File: src/rtl/noc_flit_mux_rr.sv
// N:1 flit multiplexer with round-robin or fixed-port arbitration. A granted port stays locked from HEAD to TAIL.
// The winning flit is registered with valid/ready flow control. Define ACTIVITY_CNT_EN to enable the acnt toggle counter.
module noc_flit_mux_rr #(
    parameter int NUM_IN = 4,
    parameter int DATAW  = 66,
    parameter int VCHW   = 2,
    parameter int SELW   = 4
) (
    input  logic                     clk,
    input  logic                     rst,
    input  logic [NUM_IN*DATAW-1:0]  idata,
    input  logic [NUM_IN-1:0]        ivalid,
    input  logic [NUM_IN*VCHW-1:0]   ivch,
    output logic [NUM_IN-1:0]        iready,
    input  logic                     sel_mode,
    input  logic [SELW-1:0]          sel,
    output logic [DATAW-1:0]         odata,
    output logic                     ovalid,
    output logic [VCHW-1:0]          ovch,
    input  logic                     oready,
    output logic [31:0]              acnt
);
    localparam int IDXW = (NUM_IN > 1) ? $clog2(NUM_IN) : 1;
    localparam logic [1:0] TYPE_HEAD = 2'b01;
    localparam logic [1:0] TYPE_TAIL = 2'b10;
    localparam logic [1:0] TYPE_DATA = 2'b11;

    typedef enum logic {IDLE, LOCKED} state_t;

    state_t            state_q, state_d;
    logic [IDXW-1:0]   rrPtr_q, rrPtr_d;
    logic [IDXW-1:0]   owner_q, owner_d;
    logic [DATAW-1:0]  odata_q, odata_d;
    logic              ovalid_q, ovalid_d;
    logic [VCHW-1:0]   ovch_q, ovch_d;

    logic [DATAW-1:0]  flit [NUM_IN];
    logic [VCHW-1:0]   vch  [NUM_IN];
    logic [NUM_IN-1:0] isHead;
    logic [NUM_IN-1:0] grantVec;
    logic [IDXW-1:0]   grantIdx;
    logic [IDXW-1:0]   rrIdx;
    logic [IDXW-1:0]   selIdx;
    logic              grantAny;
    logic              load;
    logic              xfer;
    logic [DATAW-1:0]  winFlit;
    logic [VCHW-1:0]   winVch;
    logic [1:0]        winType;

    for (genvar g = 0; g < NUM_IN; g++) begin : gUnpack
        assign flit[g]   = idata[g*DATAW +: DATAW];
        assign vch[g]    = ivch[g*VCHW +: VCHW];
        assign isHead[g] = ivalid[g] && (idata[g*DATAW+DATAW-2 +: 2] == TYPE_HEAD);
    end

    assign load    = !ovalid_q || oready;
    assign selIdx  = sel[IDXW-1:0];
    assign winFlit = flit[grantIdx];
    assign winVch  = vch[grantIdx];
    assign winType = winFlit[DATAW-1 -: 2];

    // Descending scan so the candidate closest to rrPtr_q is assigned last and wins.
    always_comb begin
        grantAny = 1'b0;
        grantIdx = '0;
        rrIdx    = '0;
        if (state_q == LOCKED) begin
            grantIdx = owner_q;
            grantAny = (winType == TYPE_DATA) || (winType == TYPE_TAIL);
        end else if (sel_mode) begin
            if ((int'(sel) < NUM_IN) && isHead[selIdx]) begin
                grantAny = 1'b1;
                grantIdx = selIdx;
            end
        end else begin
            for (int k = NUM_IN - 1; k >= 0; k--) begin
                rrIdx = IDXW'((int'(rrPtr_q) + k) % NUM_IN);
                if (isHead[rrIdx]) begin
                    grantAny = 1'b1;
                    grantIdx = rrIdx;
                end
            end
        end
    end

    always_comb begin
        grantVec = '0;
        if (grantAny) begin
            grantVec[grantIdx] = 1'b1;
        end
    end

    assign iready = (load && !rst) ? grantVec : '0;
    assign xfer   = grantAny && load && ivalid[grantIdx];

    always_comb begin
        state_d = state_q;
        owner_d = owner_q;
        rrPtr_d = rrPtr_q;
        if (xfer) begin
            if (state_q == IDLE) begin
                state_d = LOCKED;
                owner_d = grantIdx;
            end else if (winType == TYPE_TAIL) begin
                state_d = IDLE;
                rrPtr_d = (owner_q == IDXW'(NUM_IN - 1)) ? '0 : owner_q + 1'b1;
            end
        end
    end

    // Data and VC hold their last value through bubbles; only valid drops.
    always_comb begin
        odata_d  = odata_q;
        ovch_d   = ovch_q;
        ovalid_d = ovalid_q;
        if (load) begin
            ovalid_d = xfer;
            if (xfer) begin
                odata_d = winFlit;
                ovch_d  = winVch;
            end
        end
    end

    always_ff @(posedge clk or posedge rst) begin
        if (rst) begin
            state_q  <= IDLE;
            rrPtr_q  <= '0;
            owner_q  <= '0;
            odata_q  <= '0;
            ovalid_q <= 1'b0;
            ovch_q   <= '0;
        end else begin
            state_q  <= state_d;
            rrPtr_q  <= rrPtr_d;
            owner_q  <= owner_d;
            odata_q  <= odata_d;
            ovalid_q <= ovalid_d;
            ovch_q   <= ovch_d;
        end
    end

    assign odata  = odata_q;
    assign ovalid = ovalid_q;
    assign ovch   = ovch_q;

`ifdef ACTIVITY_CNT_EN
    logic [31:0] acnt_q, acnt_d;
    logic [32:0] acntSum;

    // Saturating accumulation of bits toggled by each accepted flit load.
    always_comb begin
        acntSum = {1'b0, acnt_q} + 33'($countones(odata_q ^ winFlit));
        acnt_d  = acnt_q;
        if (xfer) begin
            acnt_d = acntSum[32] ? 32'hFFFF_FFFF : acntSum[31:0];
        end
    end

    always_ff @(posedge clk or posedge rst) begin
        if (rst) begin
            acnt_q <= '0;
        end else begin
            acnt_q <= acnt_d;
        end
    end

    assign acnt = acnt_q;
`else
    assign acnt = 32'h0;
`endif

endmodule

File: config.mk
export PLATFORM = sky130hd
export DESIGN_NAME = noc_flit_mux_rr
export DESIGN_NICKNAME = d
export VERILOG_FILES = /design/src/rtl/noc_flit_mux_rr.sv
export SDC_FILE = /design/constraint.sdc
export NUM_CORES = 1
export LEC_CHECK = 0
export BUFFER_PORTS_ARGS = -buffer_cell sky130_fd_sc_hd__buf_2
export CAP_MARGIN = 30
export CORE_AREA = 4 4 150 152
export CTS_CLUSTER_DIAMETER = 50
export DETAILED_ROUTE_END_ITERATION = 10
export DIE_AREA = 0 0 154 156
export SYNTH_ARGS = -nofsm -noshare
export SYNTH_HDL_FRONTEND = slang
export SYNTH_SLANG_ARGS = --single-unit
File: constraint.sdc
create_clock -name clk -period 8.8 [get_ports clk]
set_clock_uncertainty 0.2 [all_clocks]
set_input_delay 1.32 -clock clk [delete_from_list [all_inputs] [get_ports clk]]
set_output_delay 1.32 -clock clk [all_outputs]
set_load 0.01 [all_outputs]
# Word-level counts from Yosys, hierarchy flattened
# Cells that the tools add are included.
# word_totals
reg_bits	74
input_bits	284
out_inout_bits	105
# op_classes
addsub	4
n_lt_le_gt_ge	9
n_eq_ne	7
mux	39
bitwise_logic	2
n_reduce_logical	16
# ops
op	n
66-bit binary-select mux with 2-bit select	1
66-bit 2-to-1 mux	2
2-bit 2-to-1 mux	10
2-bit by 3-bit less-than comparator with 1-bit output, second input constant	6
1-bit 2-to-1 mux	16
1-bit binary-select mux with 2-bit select	6
1-bit logical AND	9
2-bit by 1-bit == test with 1-bit output, second input constant	4
4-bit 2-to-1 mux	2
2-bit == test, second input constant	3
2-bit by 1-bit adder with 2-bit output, second input constant	2
2-bit adder, second input constant	2
2-bit binary-select mux with 2-bit select	1
4-bit by 3-bit less-than comparator with 1-bit output, second input constant	1
2-bit AND reduction	2
3-bit >= comparator, second input constant	1
2-bit NOT with 3-bit output	1
3-bit AND reduction	1
1-bit demux with 2-bit select	1
2-bit by 1-bit >= comparator with 1-bit output, second input constant	1
1-bit zero test	2
1-bit logical OR	2
1-bit NOT	1

# Depth between registers and ports, before layout
# Gate-level depths: netlist of run 1.
# depth
word_depth	20
ltp_mapped	10
depth_no_buf	7

# Worst setup path before layout of run 1
# OpenSTA, ideal clock, no wires.
# synth_path
path_type	input to output
startpoint	input port rst
endpoint	output port iready[0]
t_arrival_ns	3.379
setup_slack_ns	3.901
stages	3
n_path_buf	0
cell_sequence	inv_1 > nand3_1 > nor2_1
# synth_between
elab_chain_cells	3
# synth_rtl
element	line_no	source
start, declared	10	input logic rst,
1-bit zero test (no source line)	n/a	
1-bit logical AND	94	assign iready = (load && !rst) ? grantVec : '0;
4-bit 2-to-1 mux	94	
end, declared	14	output logic [NUM_IN-1:0] iready,
# No other way between the ends.

# Worst setup path after layout of run 1
# layout_path
startpoint	input port idata[197]
endpoint	output port iready[3]
# layout_between
elab_chain_cells	19
# layout_rtl
element	line_no	source
start, declared	11	input logic [NUM_IN*DATAW-1:0] idata,
2-bit by 1-bit == test with 1-bit output	54	assign isHead[g] = ivalid[g] && (idata[g*DATAW+DATAW-2 +: 2] == TYPE_HEAD);
1-bit logical AND	54	
1-bit binary-select mux with 2-bit select	79	if (isHead[rrIdx]) begin
1-bit 2-to-1 mux (implied by the code)	79	
2-bit 2-to-1 mux (4 in series)	79	
2-bit 2-to-1 mux	71	end else if (sel_mode) begin
2-bit 2-to-1 mux	68	if (state_q == LOCKED) begin
2-bit NOT with 3-bit output (implied by the code)	59	assign winFlit = flit[grantIdx];
66-bit binary-select mux with 2-bit select	59	
66-bit 2-to-1 mux (implied by the code) (2 in series)	59	
2-bit == test	70	grantAny = (winType == TYPE_DATA) || (winType == TYPE_TAIL);
1-bit logical OR	70	
1-bit 2-to-1 mux	68	
4-bit 2-to-1 mux *	89	if (grantAny) begin
4-bit 2-to-1 mux *	94	
# Every way passes the cells marked *; elsewhere a longest branch is shown, timed or not. The select of a mux whose other input is x is not followed.

==> results of run 1 <==
-- critical path, stage by stage --
cell and delay (ns):
buf_2 0.10, and3b_1 0.29, a211oi_1 0.08, nor4_2 0.48, o21ai_2 0.14, nand2_4 0.54, nor2_1 0.11, buf_2 0.17
-- worst paths after layout --
kind / startpoint / to / slack, ns / cells after the start
hold reg to reg: odata[64] / odata[64] / 0.30 / 1
setup / recovery: idata[197] / iready[3] / 4.03 / 8
hold / removal: odata[64] / odata[64] / 0.30 / 1
max in group asynchronous: rst / odata[17] / 6.44 / 3
min in group asynchronous: rst / odata[57] / 0.86 / 2
setup reg to reg: rrPtr_q[1] / odata[40] / 5.16 / 7
-- registers in the layout, summed over array words and instances, names as in the netlist --
name	cells
odata	66
ovch	2
owner_q	2
rrPtr_q	2
ovalid	1
state_q	1
-- cell usage in the layout, fill, tap and decap left out, drive strengths merged, types with 2 or more instances in the layout --
cell / Yosys / routed
buf: 51 / 361
dfrtp: 74 / 74
mux2: 70 / 70
mux4: 67 / 67
conb: 1 / 32
nor2: 10 / 10
clkbuf: 3 / 9
o21ai: 6 / 6
nand2: 5 / 5
a211oi: 4 / 4
inv: 5 / 4
bufinv: 0 / 4
nand3: 4 / 4
and3b: 3 / 3
o21a: 3 / 3
nand3b: 3 / 3
a31oi: 3 / 3
nand4: 2 / 2
nor2b: 2 / 2
nor3: 2 / 2
o211ai: 2 / 2
o2111ai: 2 / 2
a22oi: 2 / 2
nor3b: 2 / 2
a21oi: 2 / 2
clkinv: 0 / 2
-- metal layers --
metal	track usage	routed length (um)	vias up
met5	0	0	-
met1	0.172	6650	2277
met2	0.259	9920	267
li1	-	-	2009
met4	0.0496	354	0
met3	0.0333	1660	21
-- cells by family (layout without fill, tap and decap cells) --
logic type                 Yosys count  after routing  synth area share
DFF                                 74             74             0.362
AOI/OAI and AO/OA                   29             29            0.0411
muxes                              138            138             0.456
adders and majority gates            1              1           0.00245
other                                1             32          0.000733
buffers and inverters               59            380            0.0824
and+or+nand+nor                     43             43            0.0553
-- power by group --
group,internal [mW],switching [mW]
clock network,0.303,0.147
registers,0.528,0.105
logic,0.883,0.722
-- metrics by stage --
step | cells | setup slack [ns]
after floorplan | 376 | 3.90
after global placement | 957 | 3.93
after detailed placement | 958 | 3.84
after CTS | 972 | 3.98
after global routing | 972 | 3.79
final | 972 | 4.03
-- layout make-up --
cell class                      instances  area, sq um
Fill cell                            2115        13600
Multi-Input combinational cell        243         2980
Sequential cell                        74         1850
Timing Repair Buffer                  361         1830
Tap cell                              275          344
Clock buffer                            9          225
Clock inverter                          5          129
Inverter                                5         20.0
==> flow_summary.json, run 1 <==
{
  "fp.dieW_um": 154,
  "areaGrowthSynthToFinish_pct": 44.3,
  "synthesis.area_sq_mm": 0.00512,
  "power_per_cell_area_mw_per_mm2": 364,
  "final_core_util": 0.351,
  "yosysTopAreaCell": "dfrtp_1",
  "ys_warn_count": 0,
  "post_cts_buffers": 0,
  "netlist_top_cells_count": "dfrtp_1, mux4_2, mux2_2",
  "vias_per_cell": 4.71,
  "setup_viol": 0,
  "port_buffers": 356,
  "leakagePower_nw": 3.51,
  "hold_viol_final": 0,
  "hold_path_class": "register to register",
  "ys_seq_area_frac": 0.362,
  "diodes": 0,
  "hpwl_um": 15200,
  "final_nets": 979,
  "slew-limit-headroom": 0.536,
  "startpoint_type": "input pin",
  "cts_tree": "yes",
  "wl_um": 18600,
  "synth_ff_type": "dfrtp_1",
  "die_area_sq_mm": 0.0240,
  "place_area_sq_mm": 0.00703,
  "num_vias": 4574,
  "async_flop_share": 1.00,
  "cp-end-kind": "output pin",
  "final_area_sq_mm": 0.00738,
  "htreeDepth": 3,
  "holdWs_ns": 0.298,
  "yosysTopAreaCellShare": 0.362,
  "cp_data_required_time_ns": 7.28,
  "cts-root-buf": "clkbuf_16",
  "yosysUniqueCellTypes": 53,
  "syn_inst": 345,
  "crit_fanout": 34,
  "synth.top_cells.by_area": "dfrtp_1, mux4_2, mux2_2, buf_4, mux2_4",
  "rows": 53,
  "drtAntennaViolNets": 0,
  "slew_viol_final": 0,
  "cts_sinks": 74,
  "drc": 0,
  "ir_drop_uv": 161,
  "io_pins": 389,
  "synth_most_common_cell": "dfrtp_1",
  "post_cts_resized": 0,
  "die_h_um": 156,
  "gp_congestion": 0.851,
  "ys_ff_latch": 74,
  "avgSynthCellArea_sq_um": 14.8,
  "antenna_found_initial": 0,
  "dr.pass1.iters": 4,
  "overflow": 0,
  "finalPower_mw": 2.69,
  "fmax_mhz": 209,
  "grt_max_degree": 46,
  "worst_slew_pin_slew_ns": 0.696,
  "status": "completed",
  "core_area_sq_mm": 0.0210,
  "grt_pass1_wl_um": 27100,
  "first_iter_violations": 182,
  "cp.arrival_ns": 3.25,
  "clk_path_buf_depth": 2,
  "drive_above_1_share": 0.749,
  "tns_ns": 0,
  "timing.final.crit_period_ns": 4.77,
  "cts_made_buffers": 9,
  "clk_latency_ns": 0.33,
  "cts_hold_buf": 0,
  "synth_edf_count": 0,
  "grt_pass1_vias": 4680,
  "fin_crit_sh": 0.543,
  "cap_violations": 0,
  "start_util": 0.243,
  "crit_type": "input pin to output pin",
  "grt_usage": 0.145,
  "grt_setup_unrepaired": "no",
  "wl_per_cell_um": 19.1,
  "clkSlewWorstSetupHoldPaths_ns": 0.06
}
No activity file was read; power rests on OpenSTA's default activity.
==> inputs of run 2 (changes only) <==
- ABC_AREA: not set -> 1
- CORE_AREA: 4 4 150 152 -> 4 4 149 151
- DIE_AREA: 0 0 154 156 -> 0 0 153 155
- clock period: 8.8 -> 4.4 ns (I/O delays scaled with it)
==> run 2 against run 1 <==
Against the previous run:
- largest power group unchanged
- die area shrank 1.3%
- core utilization grew 1.2 points
- highest routed layer is now met5
- clock-buffer cell count grew 1
- critical path type is now register to output pin
==> flow_summary.json, run 2 <==
{
  "clkSlewWorstSetupHoldPaths_ns": 0.07,
  "areaGrowthSynthToFinish_pct": 39.3,
  "cap_violations": 0,
  "clk_latency_ns": 0.33,
  "drive_above_1_share": 0.430,
  "antenna_found_initial": 2,
  "diodes": 0,
  "met1_usage": 0.204,
  "power_per_cell_area_mw_per_mm2": 756,
  "slew_viol_final": 0,
  "tns_ns": 0,
  "clk_path_buf_depth": 2,
  "wl_um": 20700,
  "drc": 0,
  "worst_slew_pin_slew_ns": 0.520,
  "grt_use_met3": 0.0453,
  "final_cell_mix": "buf_2, nand2_1, nand3_1",
  "start_util": 0.261,
  "ir_drop_uv": 413,
  "io_pins": 389,
  "synth_ff_type": "dfrtp_1",
  "fmax_mhz": 272,
  "first_iter_violations": 492,
  "cts-root-buf": "clkbuf_16",
  "grt.busiest_layer": "met2",
  "syn_inst": 768,
  "die_area_sq_mm": 0.0237,
  "async_flop_share": 1.00,
  "hold_path_class": "input pin to async pin",
  "status": "completed",
  "post_cts_buffers": 0,
  "grt_pass1_vias": 6308,
  "fp.dieW_um": 153,
  "leakagePower_nw": 4.11,
  "hold_viol_final": 0,
  "cp_data_required_time_ns": 3.54,
  "avgSynthCellArea_sq_um": 7.06,
  "grt_setup_unrepaired": "no",
  "crit_fanout": 9,
  "grt_pass1_wl_um": 32400,
  "ys_ff_latch": 74,
  "grtUsageMet2": 0.291,
  "cp.arrival_ns": 2.82,
  "grt_usage": 0.168,
  "drtAntennaViolNets": 0,
  "core_area_sq_mm": 0.0208,
  "ys_seq_area_frac": 0.341,
  "final_nets": 1383,
  "htreeDepth": 3,
  "vias_per_cell": 4.63,
  "p_sw_frac": 0.520,
  "fill_cells": 2291,
  "cp-end-kind": "output pin",
  "yosysTopAreaCell": "dfrtp_1",
  "crit_type": "register to output pin",
  "startpoint_type": "register",
  "p_comb_frac": 0.663,
  "cts_sinks": 74,
  "p_int_mw": 2.74,
  "yosysUniqueCellTypes": 29,
  "ys_warn_count": 0,
  "cts_made_buffers": 9,
  "finalPower_mw": 5.71,
  "synth_edf_count": 0,
  "seq_power_share": 0.207,
  "setup_viol": 0,
  "hpwl_um": 16500,
  "yosysTopAreaCellShare": 0.341,
  "multiInputGateArea_sq_mm": 0.00305,
  "grt_max_degree": 68,
  "area.sequential_sq_mm": 0.00185,
  "wl_per_cell_um": 15.0,
  "layout.cells.most_common": "buf_2",
  "die_h_um": 155,
  "synth.top_cells.by_area": "dfrtp_1, nand2_1, nand3_1, o21ai_2, a21oi_1",
  "cts_tree": "yes",
  "cts_hold_buf": 0,
  "num_vias": 6384,
  "netlist_top_cells_count": "nand2_1, nand3_1, dfrtp_1",
  "slew-limit-headroom": 0.653,
  "post_cts_resized": 0,
  "synthesis.area_sq_mm": 0.00543,
  "largest_reg_flops": 66,
  "p_switching_mw": 2.97,
  "port_buffers": 356,
  "dr.pass1.iters": 5,
  "rows": 53,
  "fin_crit_sh": 0.836,
  "p_clk_frac": 0.129,
  "timing.final.crit_period_ns": 3.68,
  "overflow": 0,
  "gp_congestion": 0.920,
  "synth_most_common_cell": "nand2_1"
}
run 2: cell count changes after synthesis, sizes merged, moves of 19 or more:
cell,before,now
clkbuf,3,23
o21ai,6,70
nand3,4,155
mux4,67,0
nand2,5,262
a21oi,2,67
mux2,70,0
inv,5,24
run 2: final cells by class:
type | instances | share of cell area
timing repair buffer | 372 | 0.255
clock inverter | 6 | 0.00877
tap | 275 | 0.0455
sequential | 74 | 0.245
multi-input combinational | 617 | 0.403
inverter | 24 | 0.0124
clock buffer | 10 | 0.0303
run 2: per-layer routing:
metal | vias up | part of all wire
met3 | 35 | 0.091
met4 | 4 | 0.022
met2 | 327 | 0.49
met1 | 2866 | 0.40
met5 | - | 0.0016
li1 | 3152 | -
run 2: cell families (layout without fill, tap and decap cells):
family                     count (synthesis)  after routing  synth area share
and+or+nand+nor                          445            445             0.357
AOI/OAI and AO/OA                        139            139             0.175
buffers and inverters                    108            412             0.123
DFF                                       74             74             0.341
adders and majority gates                  1              1           0.00231
other                                      1             32          0.000691
run 2: metrics by stage:
stage | instances | utilization | instance area, sq um | worst slack (ns) | hold WS [ns]
2_1_floorplan | 799 | - | 5540 | 0.703 | 0.268
3_3_place_gp | 1362 | 0.349 | 7260 | 0.794 | 0.257
3_5_place_dp | 1362 | 0.349 | 7260 | 0.826 | 0.262
4_1_cts | 1378 | 0.363 | 7560 | 0.701 | 0.277
5_1_grt | 1378 | 0.363 | 7560 | 0.441 | 0.289
6_report | 1378 | 0.363 | 7560 | 0.719 | 0.258
run 2: power by group through the flow:
| stage | registers [mW] | clock network (mW) | logic (mW) |
|---|---|---|---|
| CTS | 1.19 | 0.765 | 3.84 |
| finish | 1.18 | 0.738 | 3.79 |
| floorplan | 1.31 | 0 | 2.73 |
| detailed placement | 1.19 | 0 | 3.84 |
| global route | 1.23 | 0.796 | 4.25 |
| global placement | 1.19 | 0 | 3.81 |
run 2: final timing paths:
path	from	end	slack, ns	cells after the start
hold reg to reg	odata[17]	odata[17]	0.27	2
max in group asynchronous	rst	odata[63]	2.85	4
setup / recovery	rrPtr_q[0]	iready[1]	0.72	19
min in group clk	odata[17]	odata[17]	0.27	2
setup reg to reg	rrPtr_q[0]	odata[24]	1.20	19
hold / removal	rst	odata[7]	0.26	3
run 2: critical path, stage by stage, from the launching register on:
cell,delay [ns]
dfrtp_1,0.54
inv_4,0.07
nand2_1,0.08
nand2_2,0.08
nand3_1,0.11
nand2_1,0.09
nor2_1,0.14
nor2_1,0.05
nand2_1,0.07
nand3_1,0.08
nand2_2,0.12
nand2_4,0.10
nand2_1,0.07
nand2_1,0.05
nand2_1,0.06
nand3_2,0.10
nand2_4,0.14
nand3_1,0.19
nor2_1,0.18
buf_2,0.16
==> inputs of run 3 (changes only) <==
- CORE_AREA: 4 4 149 151 -> 4 4 148 150
- DIE_AREA: 0 0 153 155 -> 0 0 152 154
- clock period: 4.4 -> 3.14 ns (I/O delays scaled with it)
==> run 3 against run 2 <==
Against the previous run:
- the run now ends with negative setup slack left
- die area decreased by 1.3%
- critical path depth rose by 1
- hold slack lost 0.16 ns
- via count is 0.78% higher
- core utilization up 1.8 points
- critical endpoint is now iready[3]
==> flow_summary.json, run 3 (synthesized netlist as in run 2, its figures left out) <==
{
  "grt_pass1_wl_um": 33800,
  "final_nets": 1402,
  "cts_made_buffers": 9,
  "power_per_cell_area_mw_per_mm2": 1070,
  "tns_ns": -0.00495,
  "hpwl_um": 17000,
  "timing.critical_path.buf_inv": 3,
  "p_switching_mw": 4.34,
  "start_util": 0.262,
  "clk_latency_ns": 0.33,
  "vias_per_cell": 4.61,
  "wl_per_cell_um": 15.4,
  "drive_above_1_share": 0.462,
  "path_common_cell": "nand2_2",
  "startpoint": "rrPtr_q[0]",
  "cap_violations": 0,
  "worst_slew_pin_slew_ns": 0.569,
  "leakagePower_nw": 4.22,
  "cp_top_family": "simple AND/OR/NAND/NOR gates",
  "timing.final.ws_setup_ns": -0.00415,
  "die_area_sq_mm": 0.0234,
  "slew-limit-headroom": 0.621,
  "cts_sinks": 74,
  "grt_pass1_vias": 6134,
  "seq_power_share": 0.195,
  "grt_usage": 0.178,
  "dr.pass1.iters": 6,
  "rr_worst_depth": 21,
  "violations": "negative setup slack",
  "p_sw_frac": 0.513,
  "r2r_start": "rrPtr_q[0]",
  "drc": 0,
  "grt_setup_unrepaired": "yes",
  "io_pins": 389,
  "wl_um": 21500,
  "crit_fanout": 6,
  "diodes": 0,
  "cp_data_required_time_ns": 2.47,
  "clk_path_buf_depth": 2,
  "fmax_mhz": 318,
  "first_iter_violations": 405,
  "overflow": 0,
  "hold_path_class": "input pin to async pin",
  "cp-end-kind": "output pin",
  "p_clk_frac": 0.115,
  "fp.dieW_um": 152,
  "setup_viol": 2,
  "final_cell_mix": "buf_2, nand2_1, nand3_1",
  "rows": 53,
  "place_area_sq_mm": 0.00738,
  "drtAntennaViolNets": 0,
  "cts-root-buf": "clkbuf_16",
  "timing.final.crit_period_ns": 3.14,
  "cp_slowest_cell": "dfrtp_2",
  "layout.cells.most_common": "buf_2",
  "p_comb_frac": 0.691,
  "ir_drop_uv": 475,
  "die_h_um": 154,
  "hold_viol_final": 0,
  "crit_type": "register to output pin",
  "status": "finished with violations",
  "clkSlewWorstSetupHoldPaths_ns": 0.06,
  "cts_tree": "yes",
  "regToRegSetupSlack_ns": 0.23,
  "fin_crit_sh": 1.00,
  "cp.arrival_ns": 2.47,
  "areaGrowthSynthToFinish_pct": 45.3,
  "largest_reg_flops": 66,
  "startpoint_type": "register",
  "p_int_mw": 4.13,
  "antenna_found_initial": 3,
  "core_area_sq_mm": 0.0207,
  "htreeDepth": 3,
  "pre_cts_slack_ns": -0.0243,
  "gp_congestion": 0.951,
  "grt_max_degree": 55,
  "slowest_delay_ns": 0.44,
  "port_buffers": 356,
  "final_area_sq_mm": 0.00789,
  "rr_endpoint": "odata[17]",
  "crit_chain": "inv_4, nand2_2, nand2_2, inv_2, nand3_2, nand2_2, nor2_2, nor2_1, nand2_1, nand3_1, nand2_2, nand2_4, nand2_2, nand2_2, nand2_2, nand3_2, nand2_4, nand3_4, nor2_4, buf_6",
  "num_vias": 6434,
  "slew_viol_final": 0
}
-- run 3: tightest hold or removal path, stage by stage --
cell,delay (ns)
buf_2,0.11
clkinvlp_4,0.09
buf_4,0.38
-- run 3: what timing repair did --
item | 4_1_cts | 5_1_grt
resized for setup | 28 | 9
buffers inserted | 10 | 2
pin swaps | 12 | 15
hold buffers | 0 | 0
endpoints found under the setup margin | 4 | 12
-- run 3: routing by layer --
layer,global-route usage,part of all wire
met5,0,0.0017
met1,0.221,0.41
met3,0.0422,0.076
met2,0.306,0.49
met4,0.0599,0.023
-- run 3: worst max-delay path by stage --
| stage | slack [ns] | cells after the start | to |
|---|---|---|---|
| after CTS | -0.03 | 20 | iready[3] |
| after global routing | -0.16 | 20 | iready[0] |
| final | -0.004 | 20 | iready[3] |
| after global placement | -0.02 | 15 | iready[3] |
| after detailed placement | -0.02 | 17 | iready[3] |
| after floorplan | 0.28 | 19 | iready[0] |
-- run 3: layout make-up --
class,count,area [sq um]
clock buffers,11,243
clock inverters,5,38.8
fillers,2222,12800
inverters,24,96.3
multi-input cells,617,3140
flip-flops and latches,74,1850
well taps,275,344
repair buffers,391,2160
-- run 3: metrics by stage --
step,hold WS [ns],power [mW],cells,utilization
6_report,0.0994,8.47,1397,0.381
5_1_grt,0.147,9.27,1397,0.381
4_1_cts,0.108,8.53,1395,0.379
3_5_place_dp,0.262,7.30,1369,0.356
3_3_place_gp,0.253,7.24,1369,0.356
2_1_floorplan,0.268,5.65,799,-
-- run 3: power groups by stage --
| stage | sequential [mW] | combinational, mW | clock (mW) |
|---|---|---|---|
| detailed placement | 1.67 | 5.62 | 0 |
| finish | 1.65 | 5.85 | 0.971 |
| global route | 1.71 | 6.50 | 1.06 |
| CTS | 1.65 | 5.86 | 1.02 |
| global placement | 1.67 | 5.58 | 0 |
| floorplan | 1.83 | 3.82 | 0 |
